$ cat src/rtl/imem_loader.sv
// imem_loader: receives a framed byte stream (sync, 16-bit word count,
// big-endian words, XOR checksum), writes the words sequentially into the
// instruction memory starting at word 0, and releases the CPU from reset only
// after a complete image with a matching checksum has been loaded.
module imem_loader #(
    parameter int          ADDR_WIDTH = 13,
    parameter int          DATA_WIDTH = 32,
    parameter logic [7:0]  SYNC_BYTE  = 8'hA5
) (
    input  logic                  clk,
    input  logic                  rst,
    input  logic                  start,
    input  logic [7:0]            in_data,
    input  logic                  in_valid,
    output logic                  in_ready,
    output logic                  mem_we,
    output logic [ADDR_WIDTH-1:0] mem_addr,
    output logic [DATA_WIDTH-1:0] mem_wdata,
    output logic                  cpu_hold,
    output logic                  done,
    output logic                  error
);

    localparam int BYTES = DATA_WIDTH / 8;
    localparam int BCW   = (BYTES > 1) ? $clog2(BYTES) : 1;
    localparam logic [BCW-1:0] LAST_BYTE = BCW'(BYTES - 1);
    // Memory capacity in words; a count equal to this is still legal.
    localparam logic [32:0] CAPACITY = 33'(1) << ADDR_WIDTH;

    typedef enum logic [2:0] {
        IDLE, LEN_HI, LEN_LO, DATA, WRITE, CSUM, DONE, ERR
    } state_t;

    state_t                state_q, state_d;
    logic [15:0]           len_q, len_d;
    // One bit wider than the address so a full-memory count is representable.
    logic [ADDR_WIDTH:0]   idx_q, idx_d;
    logic [BCW-1:0]        bcnt_q, bcnt_d;
    logic [DATA_WIDTH-1:0] word_q, word_d;
    logic [7:0]            csum_q, csum_d;

    logic                  accept;
    logic [15:0]           len_full;

    assign accept   = in_valid && in_ready;
    assign len_full = {len_q[15:8], in_data};

    // State and datapath registers, cleared asynchronously by rst.
    always_ff @(posedge clk or posedge rst) begin
        if (rst) begin
            state_q <= IDLE;
            len_q   <= '0;
            idx_q   <= '0;
            bcnt_q  <= '0;
            word_q  <= '0;
            csum_q  <= '0;
        end else begin
            // NOTE: non-blocking assignments so every register samples the
            // pre-edge values, independent of statement order.
            state_q <= state_d;
            len_q   <= len_d;
            idx_q   <= idx_d;
            bcnt_q  <= bcnt_d;
            word_q  <= word_d;
            csum_q  <= csum_d;
        end
    end

    // Next-state and datapath update; start overrides every transition.
    always_comb begin
        // NOTE: every signal gets a default first so no path leaves it
        // unassigned, which would infer a latch.
        state_d = state_q;
        len_d   = len_q;
        idx_d   = idx_q;
        bcnt_d  = bcnt_q;
        word_d  = word_q;
        csum_d  = csum_q;

        if (start) begin
            state_d = IDLE;
            len_d   = '0;
            idx_d   = '0;
            bcnt_d  = '0;
            word_d  = '0;
            csum_d  = '0;
        end else begin
            unique case (state_q)
                IDLE: begin
                    if (accept && in_data == SYNC_BYTE) state_d = LEN_HI;
                end
                LEN_HI: begin
                    if (accept) begin
                        len_d[15:8] = in_data;
                        state_d     = LEN_LO;
                    end
                end
                LEN_LO: begin
                    if (accept) begin
                        len_d[7:0] = in_data;
                        if (33'(len_full) > CAPACITY) state_d = ERR;
                        else if (len_full == 16'd0)   state_d = CSUM;
                        else                          state_d = DATA;
                    end
                end
                DATA: begin
                    if (accept) begin
                        word_d = (word_q << 8) | DATA_WIDTH'(in_data);
                        csum_d = csum_q ^ in_data;
                        if (bcnt_q == LAST_BYTE) begin
                            bcnt_d  = '0;
                            state_d = WRITE;
                        end else begin
                            bcnt_d  = bcnt_q + 1'b1;
                        end
                    end
                end
                WRITE: begin
                    idx_d = idx_q + 1'b1;
                    if (32'(idx_q) + 32'd1 == 32'(len_q)) state_d = CSUM;
                    else                                  state_d = DATA;
                end
                CSUM: begin
                    if (accept) state_d = (in_data == csum_q) ? DONE : ERR;
                end
                DONE:    state_d = DONE;
                ERR:     state_d = ERR;
                default: state_d = IDLE;
            endcase
        end
    end

    // Handshake and status outputs decoded purely from the current state.
    always_comb begin
        in_ready = 1'b0;
        mem_we   = 1'b0;
        done     = 1'b0;
        error    = 1'b0;
        cpu_hold = 1'b1;
        unique case (state_q)
            IDLE, LEN_HI, LEN_LO, DATA, CSUM: in_ready = 1'b1;
            WRITE:   mem_we = 1'b1;
            DONE: begin
                done     = 1'b1;
                cpu_hold = 1'b0;
            end
            ERR:     error = 1'b1;
            default: in_ready = 1'b0;
        endcase
    end

    assign mem_addr  = idx_q[ADDR_WIDTH-1:0];
    assign mem_wdata = word_q;

endmodule

$ cat config.mk
export PLATFORM = sky130hd
export DESIGN_NAME = imem_loader
export DESIGN_NICKNAME = d
export VERILOG_FILES = /design/src/rtl/imem_loader.sv
export SDC_FILE = /design/constraint.sdc
export NUM_CORES = 1
export LEC_CHECK = 0
export BUFFER_PORTS_ARGS = -buffer_cell sky130_fd_sc_hd__buf_2
export CAP_MARGIN = 30
export CORE_MARGIN = 5
export CORE_UTILIZATION = 45
export CTS_CLUSTER_SIZE = 20
export DETAILED_ROUTE_END_ITERATION = 10
export PLACE_DENSITY = 0.66
export RECOVER_POWER = 25
export SYNTH_ARGS = -nofsm -noshare
export SYNTH_HDL_FRONTEND = slang
export SYNTH_SLANG_ARGS = --single-unit
$ cat constraint.sdc
create_clock -name clk -period 5.3 [get_ports clk]
set_clock_uncertainty 0.1 [all_clocks]
set_input_delay 1.325 -clock clk [delete_from_list [all_inputs] [get_ports clk]]
set_output_delay 1.325 -clock clk [all_outputs]
set_load 0.005 [all_outputs]
======== Word-level counts from Yosys, hierarchy flattened ========
Cells that the tools add are included.
storage, ports and cells
  flip-flop bits (word level) ............. 75
  latch bits .............................. 0
  bits in writable memories ............... 0
  bits in read-only memories .............. 0
  output and inout bits ................... 50
  word-level logic and storage cells ...... 77
  memories kept ........................... 0
cells by class
  add/sub/neg operators ................... 3
  multipliers ............................. 0
  div/mod/pow operators ................... 0
  magnitude comparators ................... 1
  eq/ne operators ......................... 17
  shifts and indexed selects .............. 0
  mux-type cells .......................... 33
  bitwise logic cells ..................... 2
  reduce and logical (&&, ||, !) cells .... 14
operators with widths
  kind                                                              count
  2-to-1 mux 32 bit                                                 3
  2-to-1 mux 8 bit                                                  6
  OR 32 x 8 -> 32 bit                                               1
  2-to-1 mux 3 bit                                                  10
  2-to-1 mux 14 bit                                                 2
  case mux 3 bit (8 select lines)                                   1
  != test 3 bit (second input constant)                             6
  == test 15 x 16 -> 1 bit                                          1
  greater-than comparator 16 x 14 -> 1 bit (second input constant)  1
  logical NOT 16 bit                                                1
  2-to-1 mux 16 bit                                                 1
  adder 14 x 1 -> 15 bit (second input constant)                    1
  adder 14 x 1 -> 14 bit (second input constant)                    1
  == test 3 bit (second input constant)                             4
  nonzero test 2 bit                                                5
  == test 8 bit                                                     1
  == test 8 bit (second input constant)                             1
  2-to-1 mux 2 bit                                                  4
  bitwise XOR 8 bit                                                 1
  == test 3 x 2 -> 1 bit (second input constant)                    2
  2-to-1 mux 1 bit                                                  6
  AND reduction 2 bit                                               3
  AND reduction 6 bit                                               1
  OR reduction 5 bit                                                1
  5 further kinds                                                   6

======== Depth between registers and ports, before layout ========
Gate-level depths: netlist of run 1.
  depth after elaboration ................. 8
  depth in mapped cells ................... 8
  mapped depth without buffers ............ 7

======== Worst setup path after synthesis of run 1 ========
OpenSTA, ideal clock, no wires.
  path kind ............................... input port to flip-flop
  start ................................... input in_valid
  end ..................................... register csum_q[1]
  library setup time ...................... 132 ps
  arrival ................................. 2347 ps
  data required time ...................... 5068 ps
  setup slack ............................. 2721 ps
  stages on the path ...................... 8
  path buffers ............................ 2
  path through ............................ nand2_1 -> nor2_1 -> and2_1 -> clkbuf_1 -> clkbuf_1 -> nand2_1 -> xor2_1 -> nor2_1
on the way
  cells in the longest elaborated chain, start to end .. 3
RTL lines
  what                                  RTL line  RTL
  from (decl)                           14        input logic in_valid,
  logical AND 1 bit                     45        assign accept = in_valid && in_ready;
  nonzero test 2 bit (no source line)   -
  AND reduction 2 bit (no source line)  -
  to (signal assigned)                  65        csum_q <= csum_d;
  to (decl)                             40        logic [7:0] csum_q, csum_d;
Every way passes these cells.
A chain may end at the register's enable or synchronous reset.

======== Worst setup path after layout of run 1 ========
  start ................................... input start
  end ..................................... register state_q[1]
on the way
  cells in the longest elaborated chain, start to end .. 2
  elaborated cells between the ends (all ways) .. 8
RTL lines
  what                                  RTL line  RTL
  from (decl)                           12        input logic start,
  != test 3 bit (no source line)        -
  AND reduction 6 bit (no source line)  -
  to (signal assigned)                  60        state_q <= state_d;
  to (decl)                             34        state_t state_q, state_d;
Several ways; a longest one is shown, not always the timed one.

==> results of run 1 <==
-- state kept, by name (all words and copies together), names as in the netlist --
| register | count |
|---|---|
| csum_q | 8 |
| mem_wdata | 32 |
| bcnt_q | 2 |
| state_q | 3 |
| len_q | 16 |
| idx_q | 14 |
-- placed cells by master, fill, tap and decap left out, drive strengths merged, types with 2 or more instances in the layout --
cell type / instances
a21oi: 62
and2: 2
and3: 3
and4: 2
buf: 49
clkbuf: 28
dfrtp: 75
ha: 2
inv: 11
nand2: 115
nand3: 13
nand4: 5
nor2: 26
nor3: 8
nor4: 5
nor4b: 2
o21ai: 8
o221ai: 3
o22ai: 2
o31ai: 2
o41ai: 2
or2: 2
or3: 6
or4: 2
xnor2: 24
xor2: 18
-- stage by stage --
| step | hold WS, ns | cell area (um2) |
|---|---|---|
| floorplan | 0.406 | 3920 |
| global placement | 0.411 | 4170 |
| detailed placement | 0.412 | 4230 |
| CTS | 0.425 | 4450 |
| global route | 0.453 | 4430 |
| finish | 0.421 | 4430 |
-- cells by family (layout without fill, tap and decap cells) --
logic type / after synthesis / count (layout) / synth area share, %
buffers and inverters: 47 / 90 / 6.03
adder cells (fa/ha/maj): 2 / 2 / 0.638
XOR/XNOR: 42 / 42 / 9.38
multiplexers: 1 / 1 / 0.255
AO/OA/AOI/OAI: 90 / 90 / 13.6
flip-flops: 75 / 75 / 47.9
AND/OR/NAND/NOR: 195 / 195 / 22.2
-- worst paths after layout --
kind	slack, ns	to	cells after the start
setup / recovery	2.03	state_q[1]	5
hold / removal	0.42	mem_wdata[25]	2
setup reg to reg	2.58	state_q[1]	7
hold reg to reg	0.42	mem_wdata[25]	2
max in group asynchronous	2.26	len_q[6]	3
min in group asynchronous	1.07	state_q[0]	2
-- layer usage --
layer,GRT usage [%],vias to the layer above,wire [um]
met2,29.7,81,4490
met3,3.96,11,478
met5,0,-,0
li1,-,1596,-
met1,25.9,1565,4320
met4,5.48,0,117
-- worst min-delay path, stage by stage, from the launching register on --
cell and delay (ns):
sky130_fd_sc_hd__dfrtp_1 0.38, sky130_fd_sc_hd__nand2_1 0.05, sky130_fd_sc_hd__a21oi_1 0.06
-- final cells by class --
class / count / area (um2)
timing repair buffer: 65 / 354
clock inverter: 4 / 55.1
sequential: 75 / 1880
fill: 857 / 4170
clock buffer: 12 / 165
inverter: 9 / 33.8
tap: 108 / 135
multi-input combinational: 330 / 1810
-- power groups by stage --
stage               logic, mW  clock network [mW]  registers (mW)
finish                  0.128               0.481           0.611
global route            0.146               0.510           0.614
CTS                     0.130               0.492           0.611
detailed placement      0.129                   0           0.622
global placement        0.126                   0           0.622
floorplan               0.103                   0           0.610
==> Flow_metrics.wiki, run 1 <==
{| class="wikitable"
! Metric !! Value
|-
| Count of H-tree levels built during CTS || 3
|-
| Largest fanout of any net on the critical path || 39
|-
| Final Hold Viols || 0
|-
| Async set or reset register ratio after synthesis || 100%
|-
| Worst Min Path Start || mem_wdata[25]
|-
| Min Clock Period, post-route || 3.27 ns
|-
| Synthesized Nets || ~470
|-
| CP bufs+invs || 2
|-
| Max IR drop VDD || 165 uV
|-
| Slowest cell on the critical path || sky130_fd_sc_hd__clkbuf_1
|-
| CTS Buf Count || 9
|-
| Top_reg_cell synth || sky130_fd_sc_hd__dfrtp_1
|-
| Comb power frac || approximately a tenth
|-
| Sequential cell area fraction in the yosys report || a little under half
|-
| Post-Syn Instances || ~450
|-
| Worst setup path class || in2reg
|-
| Via count of the first global-routing pass || approximately 3200
|-
| Core region area || ~8600 um2
|-
| Internal || a little under 900 uW
|-
| Unrepaired setup endpoints after global routing || false
|-
| Std cell rows || 34
|-
| Share of cells above drive strength 1 || 14.7%
|-
| Count of endpoints failing setup in the final report || 0
|-
| Library cell used as clock root buffer || sky130_fd_sc_hd__clkbuf_8
|-
| CTS Hold Buffers Added || 0
|-
| Overall via count from detail_route || approximately 3300
|-
| EDFF count, synth || 0
|-
| Buffer levels on the longest clock path || 2
|-
| DP Cell Count || between 500 and 600
|-
| Detailed Route Iter0 Violations || about 230
|-
| Detail Route Antenna Nets || 0
|-
| Total Wirelength || around 9.4 mm
|-
| Layout net count || roughly 500
|-
| Total power || around 1.2 mW
|-
| Largest delay contributor family on the critical path || buffers and inverters
|-
| Clock Pin Slew Worst Setup and Hold Paths || approximately 0.090 ns
|-
| Number of antenna diodes || 0
|-
| CP Launch Point || start
|-
| HPWL after detailed placement || roughly 6.7 mm
|-
| Worst slack at placement || 2.34 ns
|-
| Period utilisation layout || 61.7%
|-
| TNS Setup || 0 ns
|-
| Dominant cells by area after synthesis || sky130_fd_sc_hd__dfrtp_1, sky130_fd_sc_hd__nand2_1, sky130_fd_sc_hd__a21oi_1
|-
| Post-CTS Setup Repair Bufs || 0
|-
| Result of the run || finished, violations left
|-
| Area added between synthesis and finish || 12.9%
|-
| Highest clock rate || roughly 300 MHz
|-
| Resize count post-CTS || 0
|-
| Switching share of power || a little over a quarter
|-
| Average size of a mapped cell || between 8 and 9 um2
|-
| X dimension of the die || 103 um
|-
| Cell-by-cell listing of the critical path || clkbuf_1 -> buf_4 -> nor2_1 -> o221ai_1 -> o21ai_1
|-
| Number of pins with negative max-slew slack in the final report || 40
|-
| Commonest cells in the netlist || sky130_fd_sc_hd__nand2_1, sky130_fd_sc_hd__dfrtp_1, sky130_fd_sc_hd__a21oi_1, sky130_fd_sc_hd__nor2_1, sky130_fd_sc_hd__xnor2_1
|-
| Count of input and output buffers || 61
|-
| IO Count || between 60 and 70
|-
| Clock sink count || between 70 and 80
|-
| Global router's overall resource usage || 18.7%
|-
| Post-Syn Area || between 3000 and 4000 um2
|-
| Relative slew margins || -15.8%
|-
| Area share of the leading cell type in the synthesized netlist || between 40% and 50%
|-
| Routability cong. || just under 0.9
|-
| Power per unit of standard cell area || ~280 nW/um2
|-
| Violations in the final reports || max-capacitance violations, max-slew violations
|-
| Post-synthesis cell type count || 51
|-
| Final core utilization || 51.5%
|-
| Maxcap violations || 1
|-
| Number of cells in the finished layout apart from fillers || 603
|-
| Synth Warn # || 0
|-
| Die Span Y || 103 um
|-
| Number of antenna violations at the first check in global routing || 0
|-
| Pin count of the biggest net entering global routing || 53
|-
| Routed wire per std cell || ~16 um
|-
| Largest stage delay on the critical path || between 1 and 1.5 ns
|-
| Worst setup EP type || flip-flop
|-
| Remaining design rule violation count || 0
|-
| Sequential share of power || between 50% and 60%
|-
| Worst R2R Start || idx_q[0]
|-
| Leakage Power || ~1.9 nW
|-
| Pre-antenna DRT Iters || 4
|-
| Mean number of vias per cell || about 5.4
|-
| Top cell type by total area after synthesis || sky130_fd_sc_hd__dfrtp_1
|-
| Most frequent cell after synthesis || sky130_fd_sc_hd__nand2_1
|-
| Clock share of power || between 30% and 40%
|-
| Worst-case setup margin in the final layout || between 2 and 2.5 ns
|-
| Worst endpoint required time || 5.41 ns
|-
| Type of the most critical hold path || reg2reg
|-
| Transition at the pin with the smallest max-transition slack || between 1.5 and 2 ns
|-
| Total of flip-flops plus latches after synthesis || 75
|-
| Switch Pwr || about 330 uW
|-
| Total congestion overflow || 0
|-
| First-pass GRT wire length || approximately 16 mm
|-
| TritonCTS clock tree || yes
|-
| Critical Path Source Type || input port
|-
| Arrival time of data at the critical path endpoint || approximately 3.4 ns
|-
| Area of the die || 10700 um2
|-
| Clock latency reported for the late side of the worst-skew pair || 0.35 ns
|-
| Initial core utilization || between 40% and 50%
|}
Note: power is estimated with default switching activity, not from simulation.
==> inputs of run 2 (changes only) <==
--- a/config.mk
+++ b/config.mk
@@ -5,6 +5,7 @@
 export SDC_FILE = /design/constraint.sdc
 export NUM_CORES = 1
 export LEC_CHECK = 0
+export ABC_AREA = 1
 export BUFFER_PORTS_ARGS = -buffer_cell sky130_fd_sc_hd__buf_2
 export CAP_MARGIN = 30
 export CORE_MARGIN = 5
==> constraint.sdc (replaced) <==
create_clock -name clk -period 3.19 [get_ports clk]
set_clock_uncertainty 0.1 [all_clocks]
set_input_delay 0.7975 -clock clk [delete_from_list [all_inputs] [get_ports clk]]
set_output_delay 0.7975 -clock clk [all_outputs]
set_load 0.005 [all_outputs]
==> run 2 against run 1 <==
Compared with the run above: the flow now finishes without violations; utilization rose by 0.72 points; combinational power rose to 3.0 times the previous value; sequential cell count stayed put; setup slack got worse by 1.2 ns; sequential power increased by 77%; largest cell class unchanged; largest power group unchanged.
==> Flow_metrics.wiki, run 2 <==
{| class="wikitable"
! Metric !! Value
|-
| Result of the run || complete, no violations
|-
| Power per unit of standard cell area || 510 nW/um2 (+85%)
|-
| Cell area reported after detailed placement || 4310 um2 (+1.8%)
|-
| Comb power frac || 16.5% (+6.0 points)
|-
| Count of H-tree levels built during CTS || 3 (unchanged)
|-
| Core region area || 8680 um2 (+0.99%)
|-
| Final Instance Area || 4530 um2 (+2.4%)
|-
| Sequential cell area fraction in the yosys report || 47.3% (-0.60 points)
|-
| Final core utilization || 52.2% (+0.72 points)
|-
| Met3 capacity usage during global routing || 4.10% (+0.14 points)
|-
| Top cell type by total area after synthesis || sky130_fd_sc_hd__dfrtp_1
|-
| Critical Path Source Type || flip-flop
|-
| Met2 capacity usage during global routing || 28.9% (-0.79 points)
|-
| Sequential share of power || 46.5% (-3.6 points)
|-
| Async set or reset register ratio after synthesis || 100% (unchanged)
|-
| Remaining design rule violation count || 0 (unchanged)
|-
| Fill cell instance count of the final layout || 854 (-0.35%)
|-
| Synthesized Nets || 504 (+8.2%)
|-
| Worst setup EP type || primary output
|-
| Switch Pwr || 708 uW (+120%)
|-
| Clock latency reported for the late side of the worst-skew pair || 0.36 ns (about the same)
|-
| Number of antenna violations at the first check in global routing || 0 (unchanged)
|-
| Clock sink count || 75 (unchanged)
|-
| Highest clock rate || around 420 MHz
|-
| Area share of the leading cell type in the synthesized netlist || 47.3% (-0.60 points)
|-
| Post-Syn Instances || 490 (+8.4%)
|-
| Total of flip-flops plus latches after synthesis || 75 (unchanged)
|-
| Global router's overall resource usage || 19.5% (+0.75 points)
|-
| Largest fanout of any net on the critical path || 7 (-82%)
|-
| Relative slew margins || 11.5% (+27 points)
|-
| Routed wire per std cell || 15.6 um (-0.15%)
|-
| Dominant cells by area after synthesis || sky130_fd_sc_hd__dfrtp_1, sky130_fd_sc_hd__nand2_1, sky130_fd_sc_hd__nand3_1
|-
| Most common cell after layout, fill and taps aside || sky130_fd_sc_hd__nand2_1
|-
| Detailed Route Iter0 Violations || 176 (-24%)
|-
| Internal || 1.61 mW (+79%)
|-
| Pre-antenna DRT Iters || 4 (unchanged)
|-
| Buffer levels on the longest clock path || 2 (unchanged)
|-
| IO Count || 62 (unchanged)
|-
| Post-synthesis cell type count || 33 (-35%)
|-
| Type of the most critical hold path || reg2reg
|-
| Top_reg_cell synth || sky130_fd_sc_hd__dfrtp_1
|-
| Most frequent CP cell || sky130_fd_sc_hd__inv_1
|-
| Total Wirelength || 10.1 mm (+7.8%)
|-
| Detail Route Antenna Nets || 0 (unchanged)
|-
| Number of pins with negative max-slew slack in the final report || 0 (-100%)
|-
| CP bufs+invs || 3 (+1)
|-
| Largest stage delay on the critical path || 0.46 ns (-0.77 ns)
|-
| Clock share of power || 37.0% (-2.4 points)
|-
| Arrival time of data at the critical path endpoint || 1.48 ns (-1.90 ns)
|-
| Number of antenna diodes || 0 (unchanged)
|-
| Area of the die || 10800 um2 (+1.1%)
|-
| Final Hold Viols || 0 (unchanged)
|-
| Std cell rows || 34 (unchanged)
|-
| Post-Syn Area || 3970 um2 (+1.3%)
|-
| Most used cells in the layout excluding fill and tap cells || sky130_fd_sc_hd__nand2_1, sky130_fd_sc_hd__dfrtp_1, sky130_fd_sc_hd__buf_2, sky130_fd_sc_hd__nand3_1, sky130_fd_sc_hd__inv_1
|-
| Min Clock Period, post-route || 2.38 ns
|-
| Most frequent cell after synthesis || sky130_fd_sc_hd__nand2_1
|-
| Clock Pin Slew Worst Setup and Hold Paths || 0.08 ns (about the same)
|-
| Final Hold Slack || 0.398 ns (-0.0232 ns)
|-
| Cell-by-cell listing of the critical path || inv_1 -> nor3_1 -> inv_1 -> buf_2
|-
| TNS Setup || 0 ns (unchanged)
|-
| Count of endpoints failing setup in the final report || 0 (unchanged)
|-
| Transition at the pin with the smallest max-transition slack || 1.33 ns (-0.410 ns)
|-
| Most crowded layer after global routing || met2
|-
| Slowest cell on the critical path || sky130_fd_sc_hd__dfrtp_1
|-
| CTS Hold Buffers Added || 0 (unchanged)
|-
| Mean number of vias per cell || 5.34 (-0.94%)
|-
| Initial core utilization || 45.8% (+0.13 points)
|-
| Library cell used as clock root buffer || sky130_fd_sc_hd__clkbuf_8
|-
| Pin count of the biggest net entering global routing || 46 (-13%)
|-
| Period utilisation layout || between 70% and 80%
|-
| Count of input and output buffers || 61 (unchanged)
|-
| Switching share of power || 30.6% (+3.9 points)
|-
| X dimension of the die || 104 um (+0.57%)
|-
| Worst setup path class || reg2out
|-
| Largest delay contributor family on the critical path || flip-flops
|-
| M1 GR Usage || 28.3% (+2.4 points)
|-
| Unrepaired setup endpoints after global routing || false
|-
| EDFF count, synth || 0 (unchanged)
|-
| Flip-flop count of the largest register, all copies and words added || 32 (unchanged)
|-
| Layout net count || 552 (+9.5%)
|-
| Overall via count from detail_route || 3479 (+6.9%)
|-
| First-pass GRT wire length || 17.4 mm (+10%)
|-
| Area of combinational cells with multiple inputs || 1710 um2 (-5.2%)
|-
| TritonCTS clock tree || yes
|-
| Routability cong. || 0.906 (+3.5%)
|-
| Area added between synthesis and finish || 14.2%
|-
| Commonest cells in the netlist || sky130_fd_sc_hd__nand2_1, sky130_fd_sc_hd__dfrtp_1, sky130_fd_sc_hd__nand3_1, sky130_fd_sc_hd__inv_1, sky130_fd_sc_hd__o21ai_0
|-
| HPWL after detailed placement || 7.39 mm (+11%)
|-
| Synth Warn # || 0 (unchanged)
|-
| Via count of the first global-routing pass || 3441 (+8.4%)
|-
| Average size of a mapped cell || 8.10 um2 (-6.6%)
|-
| Total congestion overflow || 0 (unchanged)
|-
| Maxcap violations || 0 (-1)
|-
| Resize count post-CTS || 0 (unchanged)
|-
| Worst endpoint required time || 2.29 ns (-3.12 ns)
|-
| Max IR drop VDD || 209 uV (+27%)
|-
| Sequential cell area || 1880 um2 (unchanged)
|-
| Post-CTS Setup Repair Bufs || 0 (unchanged)
|-
| Leakage Power || 2.23 nW (+16%)
|-
| CTS Buf Count || 9 (unchanged)
|-
| Die Span Y || 104 um (+0.57%)
|-
| Share of cells above drive strength 1 || 20.1% (+5.3 points)
|}
==> run 2: cell types whose count changed after synthesis, sizes merged, moves of 7 or more <==
| cell | before | now |
|---|---|---|
| o21ai | 8 | 46 |
| xor2 | 18 | 2 |
| inv | 9 | 57 |
| a21oi | 62 | 3 |
| xnor2 | 24 | 10 |
| mux2 | 0 | 10 |
| clkbuf | 21 | 14 |
| nor2 | 26 | 42 |
| nand3 | 13 | 60 |
==> run 2: logic make-up after synthesis <==
logic type                 count (synthesis)  synth area share [%]
AOI/OAI and AO/OA                         67                  9.39
xor gates and xnor gates                  14                  3.81
adders and majority gates                  2                 0.630
buffers and inverters                     88                  9.58
DFF                                       75                  47.3
muxes                                     10                  2.84
and+or+nand+nor                          234                  26.5
==> run 2: path summary, 6_finish.rpt <==
check                                start           end  cells past startpoint  slack, ns
worst max-delay path            state_q[2]      cpu_hold                      4       0.81
worst min-delay path              len_q[2]      len_q[2]                      2       0.40
worst max register to register  state_q[2]  mem_wdata[5]                      7       0.98
worst min register to register    len_q[2]      len_q[2]                      2       0.40
max in group asynchronous              rst      len_q[0]                      3       1.42
min in group asynchronous              rst      len_q[5]                      2       0.71
==> run 2: worst min-delay path: stages (launching register included) <==
cell,delay [ns]
sky130_fd_sc_hd__dfrtp_1,0.36
sky130_fd_sc_hd__nand2_1,0.06
sky130_fd_sc_hd__nand2_1,0.05
==> run 2: layer usage <==
layer / vias to the layer above / wire length [um]
li1: 1701 / -
met1: 1646 / 4810
met2: 116 / 4590
met3: 16 / 598
met4: 0 / 152
met5: - / 0
==> run 2: area by class of cell <==
type,instances,share of cell area (%)
sequential,75,41.4
multi-input combinational,327,37.8
timing repair buffer,67,8.00
inverter,58,4.80
tap,108,2.98
clock buffer,9,2.73
clock inverter,7,2.29
==> run 2: stage by stage <==
step                      std cells  setup WS (ns)  power [mW]
after global placement          635          0.901        1.47
after detailed placement        635          0.873        1.48
after floorplan                 490          0.383        1.36
after global routing            651          0.607        2.44
final                           651          0.809        2.31
after CTS                       651          0.785        2.33
==> run 2: power groups by stage <==
stage / clock (mW) / sequential (mW) / combinational (mW)
2_1_floorplan: 0 / 1.08 / 0.277
6_report: 0.857 / 1.08 / 0.381
3_5_place_dp: 0 / 1.09 / 0.382
4_1_cts: 0.874 / 1.08 / 0.383
5_1_grt: 0.916 / 1.09 / 0.439
3_3_place_gp: 0 / 1.09 / 0.376
==> inputs of run 3 (changes only) <==
==> constraint.sdc (replaced) <==
create_clock -name clk -period 2.5 [get_ports clk]
set_clock_uncertainty 0.1 [all_clocks]
set_input_delay 0.625 -clock clk [delete_from_list [all_inputs] [get_ports clk]]
set_output_delay 0.625 -clock clk [all_outputs]
set_load 0.005 [all_outputs]
==> run 3 against run 2 <==
Compared with the run above: non-clock buffer count rose by 2; critical endpoint unchanged; critical path depth unchanged; setup slack worse by 0.59 ns; routed wire length is 0.66% higher; combinational power is 29% higher.
==> Flow_metrics.wiki, run 3 (synthesized netlist as in run 2, its figures left out) <==
{| class="wikitable"
! Metric !! Value
|-
| Result of the run || complete, no violations
|-
| Share of cells above drive strength 1 || 20.6% (+0.48 points)
|-
| Largest stage delay on the critical path || 0.44 ns (-0.02 ns)
|-
| Initial core utilization || 45.8% (unchanged)
|-
| TNS Setup || 0 ns (unchanged)
|-
| Clock sink count || 75 (unchanged)
|-
| Global router's overall resource usage || 19.6% (+0.18 points)
|-
| Type of the most critical hold path || in2async
|-
| CTS Hold Buffers Added || 0 (unchanged)
|-
| Layout net count || 554 (+0.36%)
|-
| Switch Pwr || 915 uW (+29%)
|-
| Buffer levels on the longest clock path || 2 (unchanged)
|-
| Slowest cell on the critical path || sky130_fd_sc_hd__dfrtp_1
|-
| Leakage Power || 2.21 nW (-0.81%)
|-
| Unrepaired setup endpoints after global routing || false
|-
| Number of antenna diodes || 0 (unchanged)
|-
| Area added between synthesis and finish || 13.4%
|-
| Overall via count from detail_route || 3452 (-0.78%)
|-
| Number of pins with negative max-slew slack in the final report || 0 (unchanged)
|-
| Count of endpoints failing setup in the final report || 0 (unchanged)
|-
| Most used cells in the layout excluding fill and tap cells || sky130_fd_sc_hd__nand2_1, sky130_fd_sc_hd__dfrtp_1, sky130_fd_sc_hd__buf_2, sky130_fd_sc_hd__nand3_1, sky130_fd_sc_hd__inv_1
|-
| Power per unit of standard cell area || 613 nW/um2 (+20%)
|-
| Most common cell after layout, fill and taps aside || sky130_fd_sc_hd__nand2_1
|-
| Worst slack at placement || 0.282 ns (-0.592 ns)
|-
| Area of the die || 10800 um2 (unchanged)
|-
| HPWL after detailed placement || 7.58 mm (+2.5%)
|-
| Worst R2R Start || state_q[1]
|-
| CTS Buf Count || 9 (unchanged)
|-
| Cells on worst reg2reg path || 7 (unchanged)
|-
| Detailed Route Iter0 Violations || 193 (+9.7%)
|-
| Arrival time of data at the critical path endpoint || 1.56 ns (+0.08 ns)
|-
| Number of antenna violations at the first check in global routing || 0 (unchanged)
|-
| Routability cong. || 0.859 (-5.1%)
|-
| Maxcap violations || 0 (unchanged)
|-
| TritonCTS clock tree || yes
|-
| Internal || 1.85 mW (+15%)
|-
| Switching share of power || 33.1% (+2.5 points)
|-
| Clock share of power || 32.4% (-4.6 points)
|-
| Clock latency reported for the late side of the worst-skew pair || 0.36 ns (about the same)
|-
| Std cell rows || 34 (unchanged)
|-
| Final Hold Viols || 0 (unchanged)
|-
| Worst-case setup margin in the final layout || 0.216 ns (-0.593 ns)
|-
| Post-CTS Setup Repair Bufs || 0 (unchanged)
|-
| DP Cell Count || 637 (+0.31%)
|-
| Remaining design rule violation count || 0 (unchanged)
|-
| Clock Pin Slew Worst Setup and Hold Paths || 0.09 ns (about the same)
|-
| Number of cells in the finished layout apart from fillers || 653 (+0.31%)
|-
| Critical R2R Capture || idx_q[1]
|-
| Worst setup path class || reg2out
|-
| Worst setup EP type || primary output
|-
| Relative slew margins || 31.1% (+20 points)
|-
| Max IR drop VDD || 275 uV (+32%)
|-
| Worst endpoint required time || 1.77 ns (-0.52 ns)
|-
| Most frequent CP cell || sky130_fd_sc_hd__inv_1
|-
| Min Clock Period, post-route || roughly 2.3 ns
|-
| Via count of the first global-routing pass || 3399 (-1.2%)
|-
| Final core utilization || 51.9% (-0.36 points)
|-
| Highest clock rate || ~440 MHz
|-
| Sequential share of power || 49.7% (+3.2 points)
|-
| Pin count of the biggest net entering global routing || 42 (-8.7%)
|-
| X dimension of the die || 104 um (unchanged)
|-
| Total congestion overflow || 0 (unchanged)
|-
| Count of input and output buffers || 61 (unchanged)
|-
| Detail Route Antenna Nets || 0 (unchanged)
|-
| Comb power frac || 17.8% (+1.3 points)
|-
| Cell-by-cell listing of the critical path || inv_1 -> nor3_1 -> inv_1 -> buf_2
|-
| Final Hold Slack || 0.332 ns (-0.0658 ns)
|-
| Total power || 2.76 mW (+19%)
|-
| Pre-antenna DRT Iters || 5 (+1)
|-
| Library cell used as clock root buffer || sky130_fd_sc_hd__clkbuf_8
|-
| Total Wirelength || 10.2 mm (+0.66%)
|-
| Cell area reported after detailed placement || 4340 um2 (+0.73%)
|-
| Period utilisation layout || about nine tenths
|-
| Flip-flop count of the largest register, all copies and words added || 32 (unchanged)
|-
| Resize count post-CTS || 0 (unchanged)
|-
| First-pass GRT wire length || 17.4 mm (+0.24%)
|-
| Die Span Y || 104 um (unchanged)
|-
| Transition at the pin with the smallest max-transition slack || 1.03 ns (-0.299 ns)
|-
| IO Count || 62 (unchanged)
|-
| Critical Path Source Type || flip-flop
|-
| Mean number of vias per cell || 5.29 (-1.1%)
|-
| Routed wire per std cell || 15.6 um (+0.35%)
|-
| Setup slack of the worst register-to-register path || 0.23 ns (-0.75 ns)
|-
| Core region area || 8680 um2 (unchanged)
|-
| Count of H-tree levels built during CTS || 3 (unchanged)
|-
| Final Instance Area || 4500 um2 (-0.69%)
|-
| Largest fanout of any net on the critical path || 7 (unchanged)
|}
run 3: critical path: cells and delay by family (launching register included):
kind / cells / cell delay, ns
buffers and inverters: 3 / 0.38
and+or+nand+nor: 1 / 0.37
DFF: 1 / 0.44
run 3: final cells by class:
type	instances	area, um2
Clock inverter	7	58.8
Tap cell	108	135
Sequential cell	75	1880
Inverter	58	219
Clock buffer	9	124
Multi-Input combinational cell	327	1710
Fill cell	875	4180
Timing Repair Buffer	69	375
run 3: worst max-delay path by stage:
stage / start / end / cells past startpoint
floorplan: idx_q[0] / state_q[1] / 17
global placement: state_q[1] / idx_q[2] / 7
detailed placement: idx_q[1] / state_q[1] / 14
CTS: state_q[2] / cpu_hold / 4
global route: idx_q[1] / state_q[1] / 14
finish: state_q[2] / cpu_hold / 4
run 3: per-layer routing:
metal | up-vias | routed length (um) | track usage, %
met1 | 1652 | 4870 | 28.3
met3 | 16 | 422 | 2.92
met4 | 0 | 189 | 7.31
met2 | 86 | 4730 | 29.9
met5 | - | 0 | 0
li1 | 1698 | - | -
run 3: power by group through the flow:
stage	registers (mW)	logic, mW	clock network, mW
final	1.37	0.493	0.895
after global routing	1.39	0.572	0.958
after CTS	1.37	0.497	0.915
after detailed placement	1.40	0.495	0
after global placement	1.39	0.486	0
after floorplan	1.38	0.354	0
